**config.mk**
```make
export PLATFORM = sky130hd
export DESIGN_NAME = qed_imem_writer
export DESIGN_NICKNAME = d
export VERILOG_FILES = /design/src/rtl/qed_imem_writer.sv
export SDC_FILE = /design/constraint.sdc
export NUM_CORES = 1
export LEC_CHECK = 0
export BUFFER_PORTS_ARGS = -buffer_cell sky130_fd_sc_hd__buf_4
export CORE_UTILIZATION = 59
export DETAILED_ROUTE_END_ITERATION = 10
export PLACE_DENSITY = 0.84
export SYNTH_ARGS = -nofsm -noshare
export SYNTH_HDL_FRONTEND = slang
export SYNTH_SLANG_ARGS = --single-unit
```
**constraint.sdc**
```tcl
create_clock -name clk_i -period 6.85 [get_ports clk_i]
set_input_delay 0.685 -clock clk_i [delete_from_list [all_inputs] [get_ports clk_i]]
set_output_delay 0.685 -clock clk_i [all_outputs]
set_load 0.005 [all_outputs]
```
**src/rtl/qed_imem_writer.sv**
```systemverilog
// Buffers QED instructions in a small FIFO and streams them into consecutive instruction-RAM
// words on port A, holding off writes to the word the core is fetching. Macro: QED_IMEM_WRAP_EN.
module qed_imem_writer #(
  parameter int          DEPTH      = 32,
  parameter int          FIFO_DEPTH = 4,
  parameter logic [31:0] BASE_ADDR  = 32'h0000_0000
) (
  input  logic        clk_i,
  input  logic        rst_i,
  input  logic        qed_vld_i,
  input  logic [31:0] qed_instr_i,
  output logic        qed_rdy_o,
  input  logic [31:0] fetch_addr_i,
  output logic [31:0] mem_addr_o,
  output logic [31:0] mem_data_o,
  output logic        mem_w_en_o,
  output logic [31:0] wr_count_o,
  output logic        overflow_o,
  output logic        done_o
);

  localparam int AW  = $clog2(DEPTH);
  localparam int FAW = $clog2(FIFO_DEPTH);
  localparam logic [FAW:0]  FULL_CNT = FIFO_DEPTH[FAW:0];
  localparam logic [AW-1:0] LAST_IDX = AW'(DEPTH - 1);

`ifdef QED_IMEM_WRAP_EN
  typedef enum logic [1:0] {S_IDLE, S_WRITE, S_BLOCKED} state_t;
`else
  typedef enum logic [1:0] {S_IDLE, S_WRITE, S_BLOCKED, S_DONE} state_t;
`endif

  state_t        state_q, state_d;
  logic [31:0]   fifo_mem_q [FIFO_DEPTH];
  logic [FAW-1:0] rd_ptr_q, rd_ptr_d, wr_ptr_q, wr_ptr_d;
  logic [FAW:0]  count_q, count_d;
  logic [AW-1:0] wr_idx_q, wr_idx_d;
  logic [31:0]   mem_addr_q, mem_addr_d;
  logic [31:0]   mem_data_q, mem_data_d;
  logic          mem_w_en_q, mem_w_en_d;
  logic [31:0]   wr_count_q, wr_count_d;
  logic          overflow_q, overflow_d;
  logic          done_q, done_d;

  logic [31:0]   fetch_off;
  logic [AW-1:0] fetch_idx;
  logic          hazard, push, pop, fifo_empty, pop_last;
  logic          unused_fetch_bits;

  assign fetch_off = fetch_addr_i - BASE_ADDR;
  assign fetch_idx = fetch_off[AW+1:2];
  assign unused_fetch_bits = &{1'b0, fetch_off[31:AW+2], fetch_off[1:0]};
  assign hazard    = (wr_idx_q == fetch_idx);

  assign fifo_empty = (count_q == '0);
  assign qed_rdy_o  = (count_q != FULL_CNT) && !done_q;
  assign push       = qed_vld_i && qed_rdy_o;
  assign pop        = !fifo_empty && !hazard && !done_q;
`ifdef QED_IMEM_WRAP_EN
  assign pop_last   = 1'b0;
`else
  assign pop_last   = pop && (wr_idx_q == LAST_IDX);
`endif

  always_comb begin
    rd_ptr_d   = rd_ptr_q;
    wr_ptr_d   = wr_ptr_q;
    count_d    = count_q;
    wr_idx_d   = wr_idx_q;
    mem_addr_d = mem_addr_q;
    mem_data_d = mem_data_q;
    mem_w_en_d = 1'b0;
    wr_count_d = wr_count_q;
    overflow_d = overflow_q | (qed_vld_i & ~qed_rdy_o);
    done_d     = done_q | pop_last;
    state_d    = state_q;

    if (push) wr_ptr_d = wr_ptr_q + FAW'(1);
    if (push && !pop)      count_d = count_q + (FAW+1)'(1);
    else if (pop && !push) count_d = count_q - (FAW+1)'(1);

    if (pop) begin
      mem_w_en_d = 1'b1;
      mem_data_d = fifo_mem_q[rd_ptr_q];
      mem_addr_d = BASE_ADDR + {{(30-AW){1'b0}}, wr_idx_q, 2'b00};
      rd_ptr_d   = rd_ptr_q + FAW'(1);
      wr_idx_d   = wr_idx_q + AW'(1);
      if (wr_count_q != 32'hFFFF_FFFF) wr_count_d = wr_count_q + 32'd1;
    end

    // Next state is bookkeeping; pops are governed only by FIFO occupancy, hazard and done.
    case (state_q)
      S_IDLE:
        if (pop_last)            state_d = state_t'(2'd3);
        else if (count_d != '0)  state_d = S_WRITE;
      S_WRITE, S_BLOCKED:
        if (pop_last)                          state_d = state_t'(2'd3);
        else if (hazard && count_d != '0)      state_d = S_BLOCKED;
        else if (count_d == '0 && !push)       state_d = S_IDLE;
        else                                   state_d = S_WRITE;
      default: state_d = state_q;
    endcase
  end

  always_ff @(posedge clk_i) begin
    if (rst_i) begin
      state_q    <= S_IDLE;
      rd_ptr_q   <= '0;
      wr_ptr_q   <= '0;
      count_q    <= '0;
      wr_idx_q   <= '0;
      mem_addr_q <= BASE_ADDR;
      mem_data_q <= '0;
      mem_w_en_q <= 1'b0;
      wr_count_q <= '0;
      overflow_q <= 1'b0;
      done_q     <= 1'b0;
    end else begin
      state_q    <= state_d;
      rd_ptr_q   <= rd_ptr_d;
      wr_ptr_q   <= wr_ptr_d;
      count_q    <= count_d;
      wr_idx_q   <= wr_idx_d;
      mem_addr_q <= mem_addr_d;
      mem_data_q <= mem_data_d;
      mem_w_en_q <= mem_w_en_d;
      wr_count_q <= wr_count_d;
      overflow_q <= overflow_d;
      done_q     <= done_d;
    end
  end

  // Buffer storage carries data only; occupancy is tracked by the reset pointers.
  always_ff @(posedge clk_i) begin
    if (push) fifo_mem_q[wr_ptr_q] <= qed_instr_i;
  end

  assign mem_addr_o = mem_addr_q;
  assign mem_data_o = mem_data_q;
  assign mem_w_en_o = mem_w_en_q;
  assign wr_count_o = wr_count_q;
  assign overflow_o = overflow_q;
`ifdef QED_IMEM_WRAP_EN
  assign done_o = 1'b0;
`else
  assign done_o = done_q;
`endif

endmodule

```
* Yosys cells after proc, flatten, opt, wreduce, memory -nomap -nowiden *
Memories as Yosys holds them, arrays and structs flattened. A register that Yosys moved wholly into a read port is not among the register bits.
Cells that the tools add are included.

operators by class
  $add $sub $neg = 6
  eq/ne operators = 4
  muxes and demuxes = 5
  bitwise logic cells = 4
  reduce and logical (&&, ||, !) cells = 15

operators by type and width
  cell                                                                 count
  32-bit by 1-bit adder with 32-bit output (second input constant)     1
  32-bit inequality test (second input constant)                       1
  1-bit logical AND                                                    7
  3-bit two-way mux                                                    2
  5-bit by 1-bit adder with 5-bit output (second input constant)       1
  5-bit equality test                                                  1
  5-bit equality test (second input constant)                          1
  1-bit zero test                                                      5
  2-bit by 1-bit adder with 2-bit output (second input constant)       2
  3-bit by 1-bit adder with 3-bit output (second input constant)       1
  3-bit zero test                                                      1
  1-bit two-way mux                                                    3
  3-bit inequality test (second input constant)                        1
  3-bit by 1-bit subtractor with 3-bit output (second input constant)  1
  1-bit bitwise OR                                                     2
  2-bit AND reduction                                                  1
  2-bit nonzero test                                                   1
  1-bit AND                                                            1
  1-bit inverter                                                       1

storage, ports and cells
  bits in registers = 52
  bits in writable memories = 128
  word-level logic and storage cells = 44
  memories = 1

memory list
  memory      depth  bits a word  read ports  clocked after memory_dff  wr ports  RTL line  text
  fifo_mem_q  4      32           1           1                         1         34        logic [31:0] fifo_mem_q [FIFO_DEPTH];

* Logic depth before layout (Yosys ltp) *
Gate-level depths: netlist (run 1).

  word-level depth = 7
  gate-level depth with buffers = 13
  mapped depth without buffers = 10

* Least setup slack after synthesis (run 1) *
No wires, ideal clock.

  path kind = input to register
  start = in fetch_addr_i[5]
  end = reg count_q[2]
  library setup time = 70 ps
  arrival time = 2928 ps
  data required time = 6780 ps
  setup slack = 3852 ps
  cell stages on the path = 13
  cells stage by stage = xnor2_1 > nand3_1 > o21a_1 > buf_4 > inv_1 > buf_2 > buf_2 > ha_1 > inv_1 > fa_1 > xor2_1 > or3_1 > a21oi_1

between the ends
  longest elaborated chain between the ends = 7
  elaborated cells between the ends (all ways) = 9
  classes of those cells = eq/ne (1); mux (1); reduce/logical (7)

ends and longest elaborated chain
  what                                                            RTL line  text
  from (decl)                                                     13        input logic [31:0] fetch_addr_i,
  5-bit equality test (*)                                         53        assign hazard = (wr_idx_q == fetch_idx);
  1-bit zero test (*)                                             58        assign pop = !fifo_empty && !hazard && !done_q;
  1-bit logical AND (*) (2 in series)                             58
  1-bit zero test                                                 79        if (push && !pop) count_d = count_q + (FAW+1)'(1);
  1-bit logical AND                                               79
  3-bit two-way mux / 2-bit nonzero test (equally long branches)  -
  to (signal assigned)                                            122       count_q <= count_d;
  to (decl)                                                       36        logic [FAW:0] count_q, count_d;

Every way passes the cells marked *; elsewhere a longest branch is shown, timed or not.
A chain may end at the register's enable or synchronous reset.

* Worst setup path in the final report (run 1) *
  start = reg count_q[0]
  end = reg wr_count_q[10], in the netlist wr_count_o[10]

between the ends
  longest elaborated chain between the ends = 5

ends and longest elaborated chain
  what                                  RTL line  text
  3-bit zero test                       55        assign fifo_empty = (count_q == '0);
  1-bit zero test                       58
  1-bit logical AND (2 in series)       58
  2-bit AND reduction (no source line)  -
  to (signal assigned)                  127       wr_count_q <= wr_count_d;
  to (decl)                             41        logic [31:0] wr_count_q, wr_count_d;

Every way passes these cells.

==> flow_metrics.tcl, run 1 <==
set metrics [dict create \
    cellLeakagePower_nw 3.67 \
    dp_hpwl_um 10900 \
    gp_congestion 0.900 \
    synth_area_per_cell_um2 13.2 \
    ant_nets 0 \
    clk_pin_slew_ps 60 \
    cts_root_buffer "clkbuf_16" \
    grt_usage_pct 24.2 \
    firstDrtPassIters 5 \
    max-slew-margin-rel_pct 33.6 \
    fmax_ghz 0.290 \
    syn2layout_area_growth_pct 17.3 \
    die_w_um 123 \
    utilization_pct 71.9 \
    ios 167 \
    yosys_warnings 0 \
    crit_path_end_kind "flop" \
    ys_seq_area_share_pct 64.2 \
    holdBufCountCts 0 \
    status "finished clean" \
    synth_area_um2 8610 \
    hp-class "input port to flop" \
    num_rows 43 \
    timing.rr.end "wr_count_o[10]$_SDFFE_PP0P_" \
    clk_latency_ps 510 \
    die_h_um 123 \
    cts_max_level 1 \
    dieArea_um2 15100 \
    clock_sinks 212 \
    nets 825 \
    synth_top_area_share_pct 44.6 \
    ys_ff_latch 212 \
    setup_viol 0 \
    antenna_found_initial 0 \
    start_util_pct 61.3 \
    grt_first_pass_wirelength_um 27800 \
    grt_start_max_net_pins 88 \
    worstPathRequired_ps 7220 \
    critPathArrivalTime_ps 3820 \
    period_minus_slack_ps 3450 \
    yosys.area.top_type "edfxtp_1" \
    async_reset_ff_share_pct 0 \
    cts_made_buffers 22 \
    grt_overflow 0 \
    tns_ps 0 \
    synth-edff-count 128 \
    first_iter_violations 485 \
    critical_path_class "flop to flop" \
    fp.coreArea_um2 14000 \
    worst_pin_slew_ps 995 \
    drv_slew 0 \
    post_cts_resized 0 \
    rsz0062_at_grt "no" \
    drv_cap 0 \
    wl_um 18000 \
    num_vias 5571 \
    synth_ff_type "edfxtp_1" \
    routedWlPerCell_um 19.1 \
    synthTopCellsByArea "edfxtp_1 45%, dfxtp_1 20%, mux4_2 8.4%, nand2_1 3.9%, a21oi_1 3.7%" \
    final.period_utilization_pct 50.4 \
    r2r_cells 7 \
    io_buffers 112 \
    cts_tree "built" \
    final_layout_size_suffix_gt1_share_pct 25.2 \
    cp-start-kind "flop" \
    crit_start "count_q[0]$_SDFFE_PP0P_" \
    power_mw 3.68 \
    synth_cells 651 \
    cts_max_path_buffers 3 \
    r2r-start "count_q[0]$_SDFFE_PP0P_" \
    powerDensity_nw_per_um2 365 \
    endpoint "wr_count_o[10]$_SDFFE_PP0P_" \
    grt_pass1_vias 5545 \
    antenna_cells 0 \
    final_hold_viol_count 0 \
    critPathMaxFanout 70 \
    fin_skew_ps 28.7 \
    viasPerCell 5.90 \
    ys_types 48 \
    ir_drop_mv 0.263 \
    r2r_setup_slack_ps 3400 \
    postCtsSetupBuffers 0 \
    post-route-drc-count 0 \
]
-- power by group --
part / switching, mW / total [mW] / internal, mW
registers: 0.148 / 1.69 / 1.54
logic: 0.460 / 0.846 / 0.386
clock network: 0.457 / 1.15 / 0.689
total: 1.07 / 3.68 / 2.62
-- state kept, by name, summed over array words and instances (netlist names) --
register	flops
wr_ptr_q	2
wr_idx_q	5
mem_data_o	32
wr_count_o	32
count_q	3
rd_ptr_q	2
fifo_mem_q	128
overflow_o	1
done_o	1
mem_addr_o	5
mem_w_en_o	1
-- cells by family (layout without fill, tap and decap cells) --
group | after synthesis | count (layout) | synth area share [%]
buffers and inverters | 76 | 164 | 5.20
multiplexers | 40 | 40 | 9.39
AND/OR/NAND/NOR | 200 | 200 | 11.7
flip-flops | 212 | 212 | 64.2
XOR/XNOR | 13 | 13 | 1.32
other | 1 | 27 | 0.0436
adder cells (fa/ha/maj) | 9 | 9 | 1.39
AO/OA/AOI/OAI | 100 | 100 | 6.79
-- final cells by class --
cell class / instances / area, um^2
Fill cell: 899 / 3940
Inverter: 9 / 33.8
Clock buffer: 35 / 651
Timing Repair Buffer: 115 / 863
Tap cell: 180 / 225
Multi-Input combinational cell: 389 / 2740
Clock inverter: 5 / 58.8
Sequential cell: 212 / 5530
-- per-stage QoR --
stage	instance area (um^2)	hold WS (ps)	cells	setup WS, ps
finish	10100	379	945	3400
global route	10100	375	945	3190
CTS	10100	370	945	3410
detailed placement	9390	449	905	3150
global placement	9390	444	905	3210
floorplan	8710	453	677	3850
-- worst min-delay path by stage --
stage / slack (ps) / to / from / depth (start not counted)
2_1_floorplan: 450 / mem_addr_o[2]$_SDFFE_PP0P_ / mem_addr_o[2]$_SDFFE_PP0P_ / 2
3_3_place_gp: 440 / mem_data_o[10]$_SDFFE_PP0P_ / mem_data_o[10]$_SDFFE_PP0P_ / 2
3_5_place_dp: 450 / mem_data_o[19]$_SDFFE_PP0P_ / mem_data_o[19]$_SDFFE_PP0P_ / 2
4_1_cts: 370 / fifo_mem_q[3][13]$_DFFE_PP_ / qed_instr_i[13] / 1
5_1_grt: 380 / fifo_mem_q[2][10]$_DFFE_PP_ / qed_instr_i[10] / 1
6_report: 380 / fifo_mem_q[0][0]$_DFFE_PP_ / qed_instr_i[0] / 1
-- metal layers --
layer	part of all wire, %	up-vias	global-route usage (%)
met1	38	2760	29.0
met3	6.6	28	4.28
met2	53	207	43.6
met5	0	-	0
li1	-	2576	-
met4	2.1	0	8.77
-- synthesized netlist by cell type (4+ instances only) --
cell / number
edfxtp_1: 128
nand2_1: 89
dfxtp_1: 84
a21oi_1: 64
mux4_2: 32
buf_4: 28
nor2_1: 24
clkbuf_1: 21
nand3_1: 14
o31ai_1: 14
or4_1: 13
buf_2: 12
nand4_1: 10
and3_1: 9
inv_1: 9
ha_1: 8
or3_1: 8
xnor2_1: 8
o21ai_0: 7
and4_1: 6
nor3_1: 6
nor4_1: 6
mux2_2: 5
nor2b_1: 5
xor2_1: 5
and2_1: 4
-- placed cells by master (no fill, tap or decap), types with 2 or more instances in the layout --
cell type	Yosys	layout
o211ai_1	3	3
o21a_1	3	2
or4_1	13	13
and3_1	9	5
nor3_1	6	6
ha_1	8	8
o21ai_0	7	7
nor4_1	6	6
and2_1	4	4
and4_1	6	6
nand3_1	14	14
dfxtp_2	0	2
a21oi_1	64	64
o41ai_1	2	2
clkbuf_8	2	3
buf_4	28	115
clkbuf_16	0	23
conb_1	1	27
xor2_1	5	5
nor2b_1	5	5
dfxtp_1	84	82
o31ai_1	14	14
mux2i_1	2	2
or3_1	8	8
mux2_2	5	5
inv_1	9	8
edfxtp_1	128	128
xnor2_1	8	8
nor2_1	24	24
and3_2	0	4
clkbuf_1	21	9
o31a_1	2	2
nand2_1	89	89
mux4_2	32	32
nand4_1	10	10
clkinv_1	0	2
-- critical path, cell delays in order, from the launching register on --
cell     delay [ps]
dfxtp_1         410
nor3_1           70
nor2_1          270
o21a_2          860
inv_2           350
buf_4           420
nor4b_1         490
mux2_1          360
Power figures use the tool's default switching activity.
==> run 2, diff against run 1 <==
--- a/config.mk
+++ b/config.mk
@@ -6,9 +6,9 @@
 export NUM_CORES = 1
 export LEC_CHECK = 0
 export BUFFER_PORTS_ARGS = -buffer_cell sky130_fd_sc_hd__buf_4
-export CORE_UTILIZATION = 59
+export CORE_UTILIZATION = 50
 export DETAILED_ROUTE_END_ITERATION = 10
-export PLACE_DENSITY = 0.84
+export PLACE_DENSITY = 0.76
 export SYNTH_ARGS = -nofsm -noshare
 export SYNTH_HDL_FRONTEND = slang
 export SYNTH_SLANG_ARGS = --single-unit
==> constraint.sdc (replaced) <==
create_clock -name clk_i -period 3.16 [get_ports clk_i]
set_input_delay 0.316 -clock clk_i [delete_from_list [all_inputs] [get_ports clk_i]]
set_output_delay 0.316 -clock clk_i [all_outputs]
set_load 0.005 [all_outputs]
==> flow_metrics.tcl, run 2 (synthesis gave the netlist of run 1 again) <==
set metrics [dict create \
    drv_slew 0 \
    cp_num_buf_inv 1 \
    seqPwrFrac_pct 43.1 \
    drv_cap 0 \
    fp.coreArea_um2 16700 \
    maxUsedRoutingLayer "met4" \
    antenna_cells 0 \
    clk_latency_ps 520 \
    critical_path.cell_chain "nor2_1, a21oi_1, and2_1, ha_1, inv_1, fa_1, xor2_1, or3_1, a21oi_1" \
    crit_start "count_q[0]$_SDFFE_PP0P_" \
    nets 866 \
    final_layout_size_suffix_gt1_share_pct 25.9 \
    grt_start_max_net_pins 88 \
    cp-start-kind "flop" \
    setup_ws_ps 559 \
    dieArea_um2 17800 \
    place_ws_ps 623 \
    cts_root_buffer "clkbuf_16" \
    final_cell_mix "128 x edfxtp_1, 125 x buf_4, 89 x nand2_1" \
    critPathArrivalTime_ps 3030 \
    grt_pass1_vias 5639 \
    period_minus_slack_ps 2600 \
    final.period_utilization_pct 82.3 \
    multi_input_area_um2 2740 \
    post_cts_resized 0 \
    switchingPower_mw 2.37 \
    placed_cell_area_um2 9540 \
    r2r_cells 9 \
    p_sw_share_pct 28.3 \
    max-slew-margin-rel_pct 35.1 \
    post-route-drc-count 0 \
    hp-class "input port to flop" \
    status "finished clean" \
    mostFrequentLayoutCell "edfxtp_1" \
    clk_pin_slew_ps 60 \
    final_area_um2 10600 \
    clock_sinks 212 \
    cts_tree "built" \
    fin_skew_ps 14.6 \
    cts_max_level 1 \
    slowest_stage "a21oi_1" \
    min_path_cells 1 \
    clkPwrFrac_pct 33.9 \
    num_rows 47 \
    crit_path_end_kind "flop" \
    register_area_um2 5530 \
    grt_first_pass_wirelength_um 29200 \
    critPathMaxFanout 7 \
    grt_overflow 0 \
    routedWlPerCell_um 17.8 \
    cts_max_path_buffers 3 \
    power_frac_comb_pct 23.0 \
    num-fill-cells 1262 \
    dp_hpwl_um 11000 \
    met1_length_um 7390 \
    tns_ps 0 \
    syn2layout_area_growth_pct 23.6 \
    r2r-start "count_q[0]$_SDFFE_PP0P_" \
    rsz0062_at_grt "no" \
    viasPerCell 5.57 \
    endpoint "count_q[2]$_SDFFE_PP0P_" \
    powerDensity_nw_per_um2 789 \
    antenna_found_initial 0 \
    grt_usage_pct 20.7 \
    route.met2.wl_um 9400 \
    route.met3.wl_um 1260 \
    worstPathRequired_ps 3590 \
    first_iter_violations 356 \
    num_vias 5716 \
    firstDrtPassIters 7 \
    crit_cells 9 \
    ios 167 \
    start_util_pct 51.6 \
    critPathTopFamily "simple AND/OR/NAND/NOR gates" \
    final_hold_viol_count 0 \
    cellLeakagePower_nw 3.91 \
    critical_path_class "flop to flop" \
    gp_congestion 0.774 \
    timing.rr.end "count_q[2]$_SDFFE_PP0P_" \
    ant_nets 0 \
    path_common_cell "a21oi_1" \
    die_w_um 133 \
    setup_viol 0 \
    largest_reg_flops 128 \
    r2r_setup_slack_ps 560 \
    worst_pin_slew_ps 973 \
    cts_made_buffers 22 \
    fmax_ghz 0.384 \
    hold_start "qed_instr_i[3]" \
    wl_um 18300 \
    io_buffers 112 \
    slowest_delay_ps 480 \
    ir_drop_mv 0.628 \
    largest_register "fifo_mem_q" \
    die_h_um 133 \
    p_int_mw 6.03 \
]
## run 2: cell types whose count changed in the layout (fill, tap and decap cells not counted)
cell           change
dlygate4sd3_1     +30
buf_4             +10
bufinv_16          +5
clkbuf_1           -5
clkinv_2           +4
clkbuf_8           -3
buf_12             +1
clkbuf_16          -1
clkinv_16          +1
clkinv_8           -1
## run 2: worst min-delay path by stage
stage | slack [ps] | end
CTS | 2 | fifo_mem_q[3][2]$_DFFE_PP_
finish | 20 | fifo_mem_q[2][3]$_DFFE_PP_
floorplan | 410 | fifo_mem_q[0][0]$_DFFE_PP_
global route | 0.9 | fifo_mem_q[2][3]$_DFFE_PP_
global placement | 450 | mem_data_o[28]$_SDFFE_PP0P_
detailed placement | 450 | mem_data_o[30]$_SDFFE_PP0P_
## run 2: cell type report
cell class | instances | area share [%]
clock buffers | 26 | 5.31
clock inverters | 14 | 2.28
inverters | 9 | 0.317
multi-input cells | 389 | 25.8
flip-flops and latches | 212 | 51.9
well taps | 220 | 2.59
repair buffers | 156 | 11.8
## run 2: what timing repair did
action	4_1_cts	5_1_grt
buffers inserted	0	0
hold endpoints to repair	112	4
hold buffers	29	1
## run 2: power groups by stage
stage	clock [mW]	combinational [mW]	sequential, mW
after floorplan	0	1.32	3.56
after global placement	0	1.86	3.65
after detailed placement	0	1.91	3.68
after CTS	2.88	1.95	3.62
after global routing	3.00	2.11	3.67
final	2.84	1.93	3.62
## run 2: stage by stage
step	instances	total power, mW	hold slack (ps)	utilization (%)
after detailed placement	956	5.58	449	57.1
after global routing	1026	8.79	0.889	63.7
after floorplan	677	4.87	415	-
after global placement	956	5.51	445	57.1
after CTS	1025	8.46	1.56	63.7
final	1026	8.40	19.5	63.7
## run 2: layer usage
metal	GRT usage, %	vias up
met5	0	-
met4	5.11	0
met1	25.6	2825
li1	-	2649
met2	37.0	220
met3	4.34	22
